--- config.mk ---
export PLATFORM = sky130hd
export DESIGN_NAME = alt_dfe_ir_master
export DESIGN_NICKNAME = d
export VERILOG_FILES = /design/src/rtl/alt_dfe_pkg.sv /design/src/rtl/alt_dfe_ir_field_merge.sv /design/src/rtl/alt_dfe_ir_master.sv
export SDC_FILE = /design/constraint.sdc
export NUM_CORES = 1
export LEC_CHECK = 0
export CELL_PAD_IN_SITES_DETAIL_PLACEMENT = 0
export CELL_PAD_IN_SITES_GLOBAL_PLACEMENT = 1
export CORE_MARGIN = 2
export CORE_UTILIZATION = 38
export DETAILED_ROUTE_END_ITERATION = 8
export PLACE_DENSITY = 0.85
export SLEW_MARGIN = 20
export SYNTH_ARGS = -nofsm -noshare
export SYNTH_HDL_FRONTEND = slang
export SYNTH_HIERARCHICAL = 1
export SYNTH_SLANG_ARGS = --single-unit
--- constraint.sdc ---
create_clock -name i_avmm_clk -period 3.6 [get_ports i_avmm_clk]
set_input_delay 0.54 -clock i_avmm_clk [delete_from_list [all_inputs] [get_ports i_avmm_clk]]
set_output_delay 0.54 -clock i_avmm_clk [all_outputs]
set_load 0.05 [all_outputs]
--- src/rtl/alt_dfe_pkg.sv ---
// DFE register map constants, FSM state type and field lookup helpers.
// Latency: n/a (declarations only).
// Backpressure: n/a.
package alt_dfe_pkg;

    typedef enum logic [2:0] {
        IDLE    = 3'd0,
        MAP     = 3'd1,
        RD_REQ  = 3'd2,
        RD_WAIT = 3'd3,
        WR_REQ  = 3'd4,
        WR_WAIT = 3'd5,
        DONE    = 3'd6
    } dfe_state_t;

    // Low nibble of every physical DFE register address.
    localparam logic [3:0]  DFE_REG_OFS   = 4'h6;
    // Remap value meaning "no physical channel behind this logical one".
    localparam logic [11:0] INVALID_REMAP = 12'hfff;

    localparam logic [15:0] MASK0 = 16'h000F;  // tap1
    localparam logic [15:0] MASK1 = 16'h0070;  // tap2
    localparam logic [15:0] MASK2 = 16'h0380;  // tap3

    // Field mask inside the DFE register for a word select.
    function automatic logic [15:0] dfe_mask(input logic [1:0] w);
        case (w)
            2'd0:    return MASK0;
            2'd1:    return MASK1;
            2'd2:    return MASK2;
            default: return 16'h0000;
        endcase
    endfunction

    // Bit position of the field LSB for a word select.
    function automatic logic [3:0] dfe_shift(input logic [1:0] w);
        case (w)
            2'd0:    return 4'd0;
            2'd1:    return 4'd4;
            2'd2:    return 4'd7;
            default: return 4'd0;
        endcase
    endfunction

endpackage

--- src/rtl/alt_dfe_ir_field_merge.sv ---
// Extracts a DFE field from a register word and merges a new field value into it.
// Latency: combinational.
// Backpressure: none.
//   word_sel    : DFE word select (0 tap1, 1 tap2, 2 tap3)
//   rd_word     : register word as read from DPRIO
//   wr_field    : right-justified new field value (excess bits dropped)
//   field_val   : right-justified field taken from rd_word
//   merged_word : rd_word with the field replaced by wr_field
module alt_dfe_ir_field_merge
    import alt_dfe_pkg::*;
#(
    parameter int DATA_W = 16
) (
    input  logic [1:0]        word_sel,
    input  logic [DATA_W-1:0] rd_word,
    input  logic [DATA_W-1:0] wr_field,
    output logic [DATA_W-1:0] field_val,
    output logic [DATA_W-1:0] merged_word
);

    logic [DATA_W-1:0] mask;
    logic [3:0]        sh;

    always_comb begin
        mask        = DATA_W'(dfe_mask(word_sel));
        sh          = dfe_shift(word_sel);
        field_val   = (rd_word & mask) >> sh;
        // Masking after the shift discards writedata bits wider than the field.
        merged_word = (rd_word & ~mask) | ((wr_field << sh) & mask);
    end

endmodule

--- src/rtl/alt_dfe_ir_master.sv ---
// DFE register access engine: one read or read-modify-write on DPRIO per trigger.
// Latency: trigger to done 5 cycles (read), 7 cycles (write), 2 cycles (bad address).
// Backpressure: strobes wait while i_dprio_busy; read waits for i_dprio_datavalid.
//   Inputs : i_avmm_clk, i_reset (async, active high), i_ir_m* request from slave,
//            i_remap_address (physical channel, 12'hfff invalid), i_dprio_* port.
//   Outputs: o_ir_mdone / o_ir_mreaddata / o_ir_merror to slave, o_dprio_* strobes.
//   Build option: ALT_DFE_IR_MASTER_TIMEOUT_EN adds a watchdog of TIMEOUT_CYCLES.
module alt_dfe_ir_master
    import alt_dfe_pkg::*;
#(
    parameter int IREG_CHADDR_WIDTH = 16,
    parameter int IREG_WDADDR_WIDTH = 16,
    parameter int IREG_DATA_WIDTH   = 16,
    parameter int DPRIO_ADDR_WIDTH  = 16,
    parameter int TIMEOUT_CYCLES    = 1024
) (
    input  logic                         i_avmm_clk,
    input  logic                         i_reset,
    input  logic                         i_ir_mtrigger,
    input  logic                         i_ir_mrwn,
    input  logic [IREG_CHADDR_WIDTH-1:0] i_ir_mchaddress,
    input  logic [IREG_WDADDR_WIDTH-1:0] i_ir_mwdaddress,
    input  logic [IREG_DATA_WIDTH-1:0]   i_ir_mwritedata,
    input  logic [11:0]                  i_remap_address,
    output logic                         o_ir_mdone,
    output logic [IREG_DATA_WIDTH-1:0]   o_ir_mreaddata,
    output logic                         o_ir_merror,
    output logic [DPRIO_ADDR_WIDTH-1:0]  o_dprio_addr,
    output logic [IREG_DATA_WIDTH-1:0]   o_dprio_wdata,
    output logic                         o_dprio_rden,
    output logic                         o_dprio_wren,
    input  logic                         i_dprio_busy,
    input  logic [IREG_DATA_WIDTH-1:0]   i_dprio_rdata,
    input  logic                         i_dprio_datavalid
);

    dfe_state_t state_q, state_d;

    logic                         rwn_q;
    logic [IREG_CHADDR_WIDTH-1:0] chaddr_q;
    logic [IREG_WDADDR_WIDTH-1:0] wdaddr_q;
    logic [IREG_DATA_WIDTH-1:0]   wfield_q;
    logic [IREG_DATA_WIDTH-1:0]   rd_word_q;
    logic                         err_q;
    logic                         rden_q, wren_q;
    logic [DPRIO_ADDR_WIDTH-1:0]  addr_q;
    logic [IREG_DATA_WIDTH-1:0]   wdata_q;
    logic [IREG_DATA_WIDTH-1:0]   readdata_q;

    // Per-state actions decoded by the output process.
    logic accept, map_load, rd_fire, rd_capture, wr_fire;
    logic addr_bad;
    logic timeout;

    // The channel is resolved upstream into i_remap_address; the latched
    // logical channel is kept only for debug visibility.
    logic unused_chaddr;
    assign unused_chaddr = ^chaddr_q;

    assign addr_bad = (i_remap_address == INVALID_REMAP) ||
                      (wdaddr_q > IREG_WDADDR_WIDTH'(2));

`ifdef ALT_DFE_IR_MASTER_TIMEOUT_EN
    logic [15:0] cnt_q;
    logic        waiting;

    assign waiting = (state_q == RD_REQ) || (state_q == RD_WAIT) ||
                     (state_q == WR_REQ) || (state_q == WR_WAIT);
    assign timeout = waiting && (cnt_q == 16'(TIMEOUT_CYCLES - 1));

    // Counts cycles spent in the current waiting state.
    always_ff @(posedge i_avmm_clk or posedge i_reset) begin
        if (i_reset) begin
            cnt_q <= '0;
        end else if (state_d != state_q) begin
            cnt_q <= '0;
        end else if (waiting) begin
            cnt_q <= cnt_q + 16'd1;
        end
    end
`else
    localparam int unused_timeout_cycles = TIMEOUT_CYCLES;
    assign timeout = 1'b0;
`endif

    // Read data goes straight into the extractor in the capture cycle so the
    // read result is ready with no extra stage; writes merge the held word.
    logic [IREG_DATA_WIDTH-1:0] merge_rd_word;
    logic [IREG_DATA_WIDTH-1:0] field_val, merged_word;

    assign merge_rd_word = (state_q == RD_WAIT) ? i_dprio_rdata : rd_word_q;

    alt_dfe_ir_field_merge #(
        .DATA_W (IREG_DATA_WIDTH)
    ) u_field_merge (
        .word_sel    (wdaddr_q[1:0]),
        .rd_word     (merge_rd_word),
        .wr_field    (wfield_q),
        .field_val   (field_val),
        .merged_word (merged_word)
    );

    // State register.
    always_ff @(posedge i_avmm_clk or posedge i_reset) begin
        if (i_reset) begin
            state_q <= IDLE;
        end else begin
            state_q <= state_d;
        end
    end

    // Next-state logic.
    always_comb begin
        state_d = state_q;
        case (state_q)
            IDLE:    if (i_ir_mtrigger)     state_d = MAP;
            MAP:     state_d = addr_bad ? DONE : RD_REQ;
            RD_REQ:  if (!i_dprio_busy)     state_d = RD_WAIT;
            RD_WAIT: if (i_dprio_datavalid) state_d = rwn_q ? DONE : WR_REQ;
            WR_REQ:  if (!i_dprio_busy)     state_d = WR_WAIT;
            // The first WR_WAIT cycle carries wren, so leaving at its end
            // gives the DPRIO port one cycle to raise busy.
            WR_WAIT: if (!i_dprio_busy)     state_d = DONE;
            DONE:    state_d = IDLE;
            default: state_d = IDLE;
        endcase
        if (timeout) begin
            state_d = DONE;
        end
    end

    // Output decode: which register updates happen this cycle.
    always_comb begin
        accept     = 1'b0;
        map_load   = 1'b0;
        rd_fire    = 1'b0;
        rd_capture = 1'b0;
        wr_fire    = 1'b0;
        case (state_q)
            IDLE:    accept     = i_ir_mtrigger;
            MAP:     map_load   = 1'b1;
            RD_REQ:  rd_fire    = !i_dprio_busy && !timeout;
            RD_WAIT: rd_capture = i_dprio_datavalid && !timeout;
            WR_REQ:  wr_fire    = !i_dprio_busy && !timeout;
            default: ;
        endcase
    end

    // Request latch, registered strobes and result registers.
    always_ff @(posedge i_avmm_clk or posedge i_reset) begin
        if (i_reset) begin
            rwn_q      <= 1'b0;
            chaddr_q   <= '0;
            wdaddr_q   <= '0;
            wfield_q   <= '0;
            rd_word_q  <= '0;
            err_q      <= 1'b0;
            rden_q     <= 1'b0;
            wren_q     <= 1'b0;
            addr_q     <= '0;
            wdata_q    <= '0;
            readdata_q <= '0;
        end else begin
            rden_q <= rd_fire;
            wren_q <= wr_fire;
            if (accept) begin
                rwn_q    <= i_ir_mrwn;
                chaddr_q <= i_ir_mchaddress;
                wdaddr_q <= i_ir_mwdaddress;
                wfield_q <= i_ir_mwritedata;
                err_q    <= 1'b0;
            end
            if (map_load) begin
                if (addr_bad) begin
                    err_q <= 1'b1;
                end else begin
                    addr_q <= DPRIO_ADDR_WIDTH'({i_remap_address, DFE_REG_OFS});
                end
            end
            if (rd_capture) begin
                rd_word_q <= i_dprio_rdata;
                if (rwn_q) begin
                    readdata_q <= field_val;
                end
            end
            if (wr_fire) begin
                wdata_q <= merged_word;
            end
            if (timeout) begin
                err_q <= 1'b1;
            end
        end
    end

    assign o_ir_mdone     = (state_q == DONE);
    assign o_ir_merror    = (state_q == DONE) && err_q;
    assign o_ir_mreaddata = readdata_q;
    assign o_dprio_addr   = addr_q;
    assign o_dprio_wdata  = wdata_q;
    assign o_dprio_rden   = rden_q;
    assign o_dprio_wren   = wren_q;

endmodule

# Word level (Yosys, flattened, before mapping)

Index checks and enable logic that the tools add are counted.

Logic and storage cells: 61
Output and inout bits: 52
Register bits after elaboration: 101

Equality and inequality tests: 14
$lt $le $gt $ge: 1
Shifts and indexed selects: 2
Reductions and logical operators: 8
Bitwise logic cells: 6
Mux-type cells: 19

Operators with widths:

| cell                                                            | count |
|---|---|
| bitwise AND 16 x 10 -> 16 bit                                   | 2 |
| case mux 10 bit (3 select lines)                                | 1 |
| 2-to-1 mux 3 bit                                                | 6 |
| case mux 3 bit (6 select lines)                                 | 1 |
| bitwise AND 16 bit                                              | 1 |
| greater-than comparator 16 x 2 -> 1 bit (second input constant) | 1 |
| 2-to-1 mux 16 bit                                               | 1 |
| inverter 10 -> 16 bit                                           | 1 |
| OR 16 bit                                                       | 1 |
| << shifter 16 x 3 -> 16 bit                                     | 1 |
| right shift 16 x 3 -> 16 bit                                    | 1 |
| == test 12 bit (second input constant)                          | 1 |
| != test 2 bit (second input constant)                           | 5 |
| == test 3 bit (second input constant)                           | 3 |
| 2-to-1 mux 1 bit                                                | 8 |
| == test 3 x 2 -> 1 bit (second input constant)                  | 2 |
| case mux 3 bit (2 select lines)                                 | 1 |
| AND reduction 5 bit                                             | 1 |
| AND reduction 2 bit                                             | 2 |
| == test 3 x 1 -> 1 bit (second input constant)                  | 1 |
| zero test 3 bit                                                 | 1 |
| == test 2 x 1 -> 1 bit (second input constant)                  | 1 |
| == test 2 bit (second input constant)                           | 1 |
| zero test 2 bit                                                 | 1 |
| other kinds (5)                                                 | 5 |

# Longest topological paths before layout

Gate-level depths: netlist of the first run.

Depth after elaboration: 5
Mapped depth: 10
Mapped depth without buffers: 8

# Cells and area by module

The synthesis of the first run kept the hierarchy.

By module, submodules not included:

| module                 | instances | area an instance (sq um) | cells an instance |
|---|---|---|---|
| alt_dfe_ir_master      | 1         | 4,156.5                  | 294 |
| alt_dfe_ir_field_merge | 1         | 696.9                    | 100 |

# Worst setup path after synthesis of the first run

OpenSTA, ideal clock, no wires.

Kind: register -> output
From: register state_q[0]
To: output o_ir_merror
Slack: 1.696 ns
Path buffers: 1
Cell stages (with the launch flop): 5
Arrival: 1.364 ns
Cells stage by stage: dfrtp_1 > buf_6 > inv_4 > and3_2 > and2_1

Cells in the longest elaborated chain, start to end: 2

RTL lines:

| what                   | RTL line                 | source |
|---|---|---|
| from (decl)            | alt_dfe_ir_master.sv:37  | `dfe_state_t state_q, state_d;` |
| from (signal assigned) | alt_dfe_ir_master.sv:108 | `state_q <= state_d;` |
| == test 3 bit          | --                       |  |
| net o_ir_mdone         | alt_dfe_ir_master.sv:25  | `output logic o_ir_mdone,` |
| logical AND 1 bit      | alt_dfe_ir_master.sv:196 | `assign o_ir_merror = (state_q == DONE) && err_q;` |
| to (decl)              | alt_dfe_ir_master.sv:27  | `output logic o_ir_merror,` |

The timed path passes the listed nets, and every way through them passes these cells.

# Worst setup path in the final report of the first run

From: register state_q[1]
To: output o_ir_merror

Cells in the longest elaborated chain, start to end: 2

RTL lines:

| what              | RTL line |
|---|---|
| == test 3 bit     | alt_dfe_ir_master.sv:196 |
| logical AND 1 bit | alt_dfe_ir_master.sv:196 |

No other way between the ends.

==> results.py, run 1 <==
metrics = {
    "placed_design": {
        "dp.cells": 605,
        "portBuffers": 107,
        "dpl.hpwl_microns": 6792,
        "gp_congestion": 0.7987,
    },
    "critical_path": {
        "reg2reg_depth": 8,
        "crit_type": "reg -> out",
        "max_stage_delay_ns": 0.82,
        "cp_max_fo": 11,
        "slowest_stage": "clkdlybuf4s50_1",
        "reg2reg_to": "o_ir_mreaddata[3]$_DFFE_PP0P_",
        "cp.arrival_ns": 2.21,
        "end_kind": "primary output",
        "reg2reg_slack_ns": 1.14,
        "worstPathBufferInverterCount": 1,
        "cp_top_family": "buffers and inverters",
        "required_ns": 3.06,
        "reg2reg_from": "state_q[0]$_DFFE_PP0P_",
        "crit_chain": "and3_2 > and2_1 > clkdlybuf4s50_1",
        "crit_path_start_kind": "register",
    },
    "drt": {
        "drtIter0Drc": 120,
        "num_vias": 3030,
        "drcViolationCount": 0,
        "ant_nets": 0,
        "viasPerCell": 4.879,
        "wl_microns": 9519,
        "drt-pass1-iter-count": 4,
        "wl_per_cell_microns": 15.33,
    },
    "timing": {
        "hold_ws_ns": 0.4934,
        "period_needed_ns": 2.752,
        "setup_viol": 0,
        "hold_violations": 0,
        "setup_tns_ns": 0,
        "skew_ns": 0.005793,
        "rsz0062_at_grt": "false",
        "drv_slew": 0,
        "fin_crit_sh": 0.7645,
        "slew_headroom": 0.3828,
        "worstMarginPinSlew_ns": 0.9258,
        "fmax_mhz": 363.3,
    },
    "layout": {
        "fin_nets": 555,
        "instances_no_fill": 621,
        "area_growth_pct": 29.81,
        "drive_above_1_share": 0.2511,
        "num_antenna_cells": 0,
    },
    "floorplanning": {
        "core_sq_mm": 0.01186,
        "dieArea_sq_mm": 0.01290,
        "start_util": 0.3847,
        "fp.dieW_microns": 113.6,
        "ios": 134,
        "fp-row-count": 40,
        "die_h_microns": 113.6,
    },
    "yosys": {
        "syn_avg_cell_area_sq_um": 12.07,
        "netlist_area_sq_mm": 0.004563,
        "syn_inst": 378,
        "yosysWarnings": 6,
    },
    "grt": {
        "grt_max_degree": 93,
        "track_usage": 0.1547,
        "grt_pass1_vias": 3065,
        "grt_overflow_total": 0,
        "grt_pass1_wl_microns": 15600,
        "antenna_found_initial": 0,
    },
    "status": {
        "status": "complete, no violations",
    },
    "cts": {
        "cts_hold_buf": 0,
        "cts.sinks": 92,
        "cts_repair_resize_count": 0,
        "cts-buffers-inserted": 9,
        "clk_latency_ns": 0.34,
        "clock_path_buffers": 2,
        "postCtsSetupBuffers": 0,
        "cts_tree": "built",
        "htreeDepth": 3,
        "cts.clk_slew.worst_paths_ns": 0.06,
        "root_buffer": "clkbuf_16",
    },
    "power_and_ir_drop": {
        "p_per_area_mw_per_mm2": 866.4,
        "ir_worst_vdd_v": 0.0004549,
        "leakage_uw": 0.002597,
    },
    "worst_hold_path": {
        "hp-start": "wdaddr_q[5]$_DFFE_PP0P_",
        "min_to": "wdaddr_q[5]$_DFFE_PP0P_",
        "hold_depth": 1,
        "hold_path_class": "reg -> reg",
    },
    "run": {
        "maxCapViolations": 0,
    },
}
## flip-flops by register name, indices dropped and copies added, names as in the netlist, 3 cells and up
register        cells
state_q             3
o_dprio_wdata      16
o_dprio_addr       13
wfield_q            8
wdaddr_q           16
o_ir_mreaddata     16
rd_word_q          16
## final cells by class
type / count / area [sq um]
fill: 1077 / 5938
sequential: 92 / 2302
multi-input combinational: 242 / 1964
timing repair buffer: 109 / 1086
clock buffer: 13 / 280.3
tap: 147 / 183.9
inverter: 15 / 63.81
clock inverter: 3 / 42.54
## cells in the final DEF (no fill, tap or decap), drive strengths merged, types with 6 or more instances in the layout
| cell type | count |
|---|---|
| clkdlybuf4s50 | 107 |
| dfrtp | 92 |
| mux2 | 88 |
| nand2 | 56 |
| inv | 15 |
| clkbuf | 13 |
| conb | 10 |
| nor2 | 7 |
| o21ai | 7 |
| a21oi | 7 |
| nand4 | 6 |
## layer usage
layer	share of wire	vias up	wire length (microns)	global-route usage
met3	0.059	12	565	0.04304
met5	0	-	0	0
li1	-	1467	-	-
met1	0.46	1475	4342	0.2021
met2	0.47	76	4446	0.2439
met4	0.017	0	165	0.06341
## where the power goes
group          switching (uW)  internal [uW]
clock                     388            613
sequential                284           1440
combinational            1360           1040
## how the worst max path moves through the flow
| stage | from | to | slack, ns | depth (start not counted) |
|---|---|---|---|---|
| 3_3_place_gp | state_q[0]$_DFFE_PP0P_ | o_ir_mreaddata[3]$_DFFE_PP0P_ | 1.20 | 8 |
| 6_report | state_q[1]$_DFFE_PP0P_ | o_ir_merror | 0.85 | 3 |
| 4_1_cts | state_q[1]$_DFFE_PP0P_ | o_ir_merror | 0.84 | 3 |
| 3_5_place_dp | state_q[0]$_DFFE_PP0P_ | o_ir_mreaddata[3]$_DFFE_PP0P_ | 1.16 | 8 |
| 5_1_grt | state_q[1]$_DFFE_PP0P_ | o_ir_merror | 0.76 | 3 |
| 2_1_floorplan | i_reset | err_q$_DFF_PP0_ | 0.67 | 1 |
## stage by stage
| step | setup WS [ns] | utilization | instance area (sq um) | power, uW |
|---|---|---|---|---|
| finish | 0.8478 | 0.4994 | 5923 | 5132 |
| detailed placement | 1.163 | 0.4719 | 5598 | 4167 |
| global route | 0.7632 | 0.4994 | 5923 | 5469 |
| floorplan | 0.6680 | - | 4593 | 3599 |
| global placement | 1.204 | 0.4719 | 5598 | 4099 |
| CTS | 0.8352 | 0.4992 | 5921 | 5196 |
(Power assumes the default switching activity.)
==> inputs of run 2 (changes only) <==
==> constraint.sdc (replaced) <==
create_clock -name i_avmm_clk -period 2.7 [get_ports i_avmm_clk]
set_input_delay 0.405 -clock i_avmm_clk [delete_from_list [all_inputs] [get_ports i_avmm_clk]]
set_output_delay 0.405 -clock i_avmm_clk [all_outputs]
set_load 0.05 [all_outputs]
==> run 2 against run 1 <==
Net effect: largest power group unchanged; total power grew 38%; non-clock buffer count grew 3; critical endpoint is now o_ir_mdone; cell count grew 0.48%; worst hold slack worse by 0.0054 ns; count of clock-buffer cells in the layout did not move.
==> results.py, run 2 (synthesis gave the netlist of run 1 again) <==
metrics = {
    "critical_path": {
        "cp_max_fo": 11,
        "cp.arrival_ns": 2.08,
        "end_kind": "primary output",
        "crit_type": "reg -> out",
        "reg2reg_depth": 4,
        "required_ns": 2.30,
        "reg2reg_to": "o_dprio_addr[15]$_DFFE_PP0P_",
        "crit_path_start_kind": "register",
        "reg2reg_from": "state_q[0]$_DFFE_PP0P_",
        "reg2reg_slack_ns": 0.39,
    },
    "cts": {
        "htreeDepth": 3,
        "root_buffer": "clkbuf_16",
        "cts-buffers-inserted": 9,
        "cts_tree": "built",
        "clock_path_buffers": 2,
        "cts_hold_buf": 0,
        "cts.clk_slew.worst_paths_ns": 0.06,
        "cts.sinks": 92,
        "clk_latency_ns": 0.34,
    },
    "drt": {
        "wl_microns": 9752,
        "drtIter0Drc": 115,
        "drcViolationCount": 0,
        "viasPerCell": 4.872,
        "ant_nets": 0,
        "drt-pass1-iter-count": 4,
        "num_vias": 3040,
        "wl_per_cell_microns": 15.63,
    },
    "placed_design": {
        "pre_cts_ws_ns": 0.3975,
        "portBuffers": 107,
        "dpl.hpwl_microns": 6926,
        "gp_congestion": 0.7992,
    },
    "layout": {
        "drive_above_1_share": 0.2558,
        "final_util": 0.5064,
        "layout_commonest_cell": "clkdlybuf4s50_1",
        "fillCellCount": 1092,
        "num_antenna_cells": 0,
        "fin_nets": 558,
        "area_growth_pct": 31.64,
        "final_cell_mix": "106 x clkdlybuf4s50_1, 92 x dfrtp_1, 75 x mux2_2, 55 x nand2_1, 12 x inv_1",
    },
    "grt": {
        "antenna_found_initial": 0,
        "grt_max_degree": 93,
        "grt_pass1_wl_microns": 16220,
        "track_usage": 0.1609,
        "grt_overflow_total": 0,
        "grt_pass1_vias": 3290,
    },
    "power_and_ir_drop": {
        "p_per_area_mw_per_mm2": 1177,
        "leakage_uw": 0.002653,
        "ir_worst_vdd_v": 0.0006888,
    },
    "floorplanning": {
        "dieArea_sq_mm": 0.01290,
        "core_sq_mm": 0.01186,
        "fp.dieW_microns": 113.6,
        "fp-row-count": 40,
        "die_h_microns": 113.6,
        "ios": 134,
        "start_util": 0.3847,
    },
    "worst_hold_path": {
        "hold_depth": 1,
        "hp-start": "wdaddr_q[5]$_DFFE_PP0P_",
        "hold_path_class": "reg -> reg",
        "min_to": "wdaddr_q[5]$_DFFE_PP0P_",
    },
    "timing": {
        "rsz0062_at_grt": "false",
        "worstMarginPinSlew_ns": 0.7642,
        "slew_headroom": 0.4889,
        "period_needed_ns": 2.481,
        "fmax_mhz": 403.0,
        "skew_ns": 0.005310,
        "setup_tns_ns": 0,
        "layout_setup_ws_ns": 0.2186,
        "hold_ws_ns": 0.4880,
        "drv_slew": 0,
        "hold_violations": 0,
        "fin_crit_sh": 0.9190,
        "setup_viol": 0,
    },
    "status": {
        "status": "complete, no violations",
    },
    "run": {
        "maxCapViolations": 0,
    },
}
==> run 2: report_power, final <==
part           switching [uW]  internal (uW)  leakage, uW
clock                     525           1010     0.000182
sequential                381           1920      0.00113
combinational            1830           1410      0.00134
==> run 2: worst max-delay path by stage <==
stage / from / endpoint / cells after the start
2_1_floorplan: state_q[2]$_DFFE_PP0P_ / o_ir_mreaddata[3]$_DFFE_PP0P_ / 10
3_3_place_gp: state_q[0]$_DFFE_PP0P_ / o_dprio_addr[15]$_DFFE_PP0P_ / 4
3_5_place_dp: state_q[0]$_DFFE_PP0P_ / o_dprio_addr[14]$_DFFE_PP0P_ / 4
4_1_cts: state_q[1]$_DFFE_PP0P_ / o_ir_merror / 3
5_1_grt: state_q[1]$_DFFE_PP0P_ / o_ir_mdone / 2
6_report: state_q[1]$_DFFE_PP0P_ / o_ir_mdone / 2
==> run 2: worst max-delay path: stages (launching register included) <==
cell	delay [ns]
dfrtp_1	0.63
and3_2	0.29
clkdlybuf4s50_1	0.82
==> run 2: repair_timing <==
action                                  4_1_cts  5_1_grt
endpoints found under the setup margin        0        1
buffers inserted                              0        0
resized for setup                             0        1
==> run 2: routing by layer <==
metal  GRT usage  vias up  share of wire
met2      0.2639       71           0.47
li1            -     1483              -
met1      0.2030     1476           0.45
met5           0        -              0
met4     0.06098        0          0.017
met3     0.04570       10          0.056
==> run 2: per-stage QoR <==
step / cell area [sq um] / std cells / total power, uW
6_report: 6007 / 624 / 7072
5_1_grt: 6007 / 624 / 7514
4_1_cts: 6005 / 624 / 7138
3_5_place_dp: 5634 / 608 / 5589
3_3_place_gp: 5634 / 608 / 5492
2_1_floorplan: 4597 / 386 / 4799
==> run 2: layout make-up <==
type,instances,area [sq um],share of cell area
Multi-Input combinational cell,242,1964,0.3270
Sequential cell,92,2302,0.3833
Inverter,15,62.56,0.01041
Clock inverter,3,90.09,0.01500
Clock buffer,13,280.3,0.04666
Timing Repair Buffer,112,1124,0.1870
Tap cell,147,183.9,0.03062
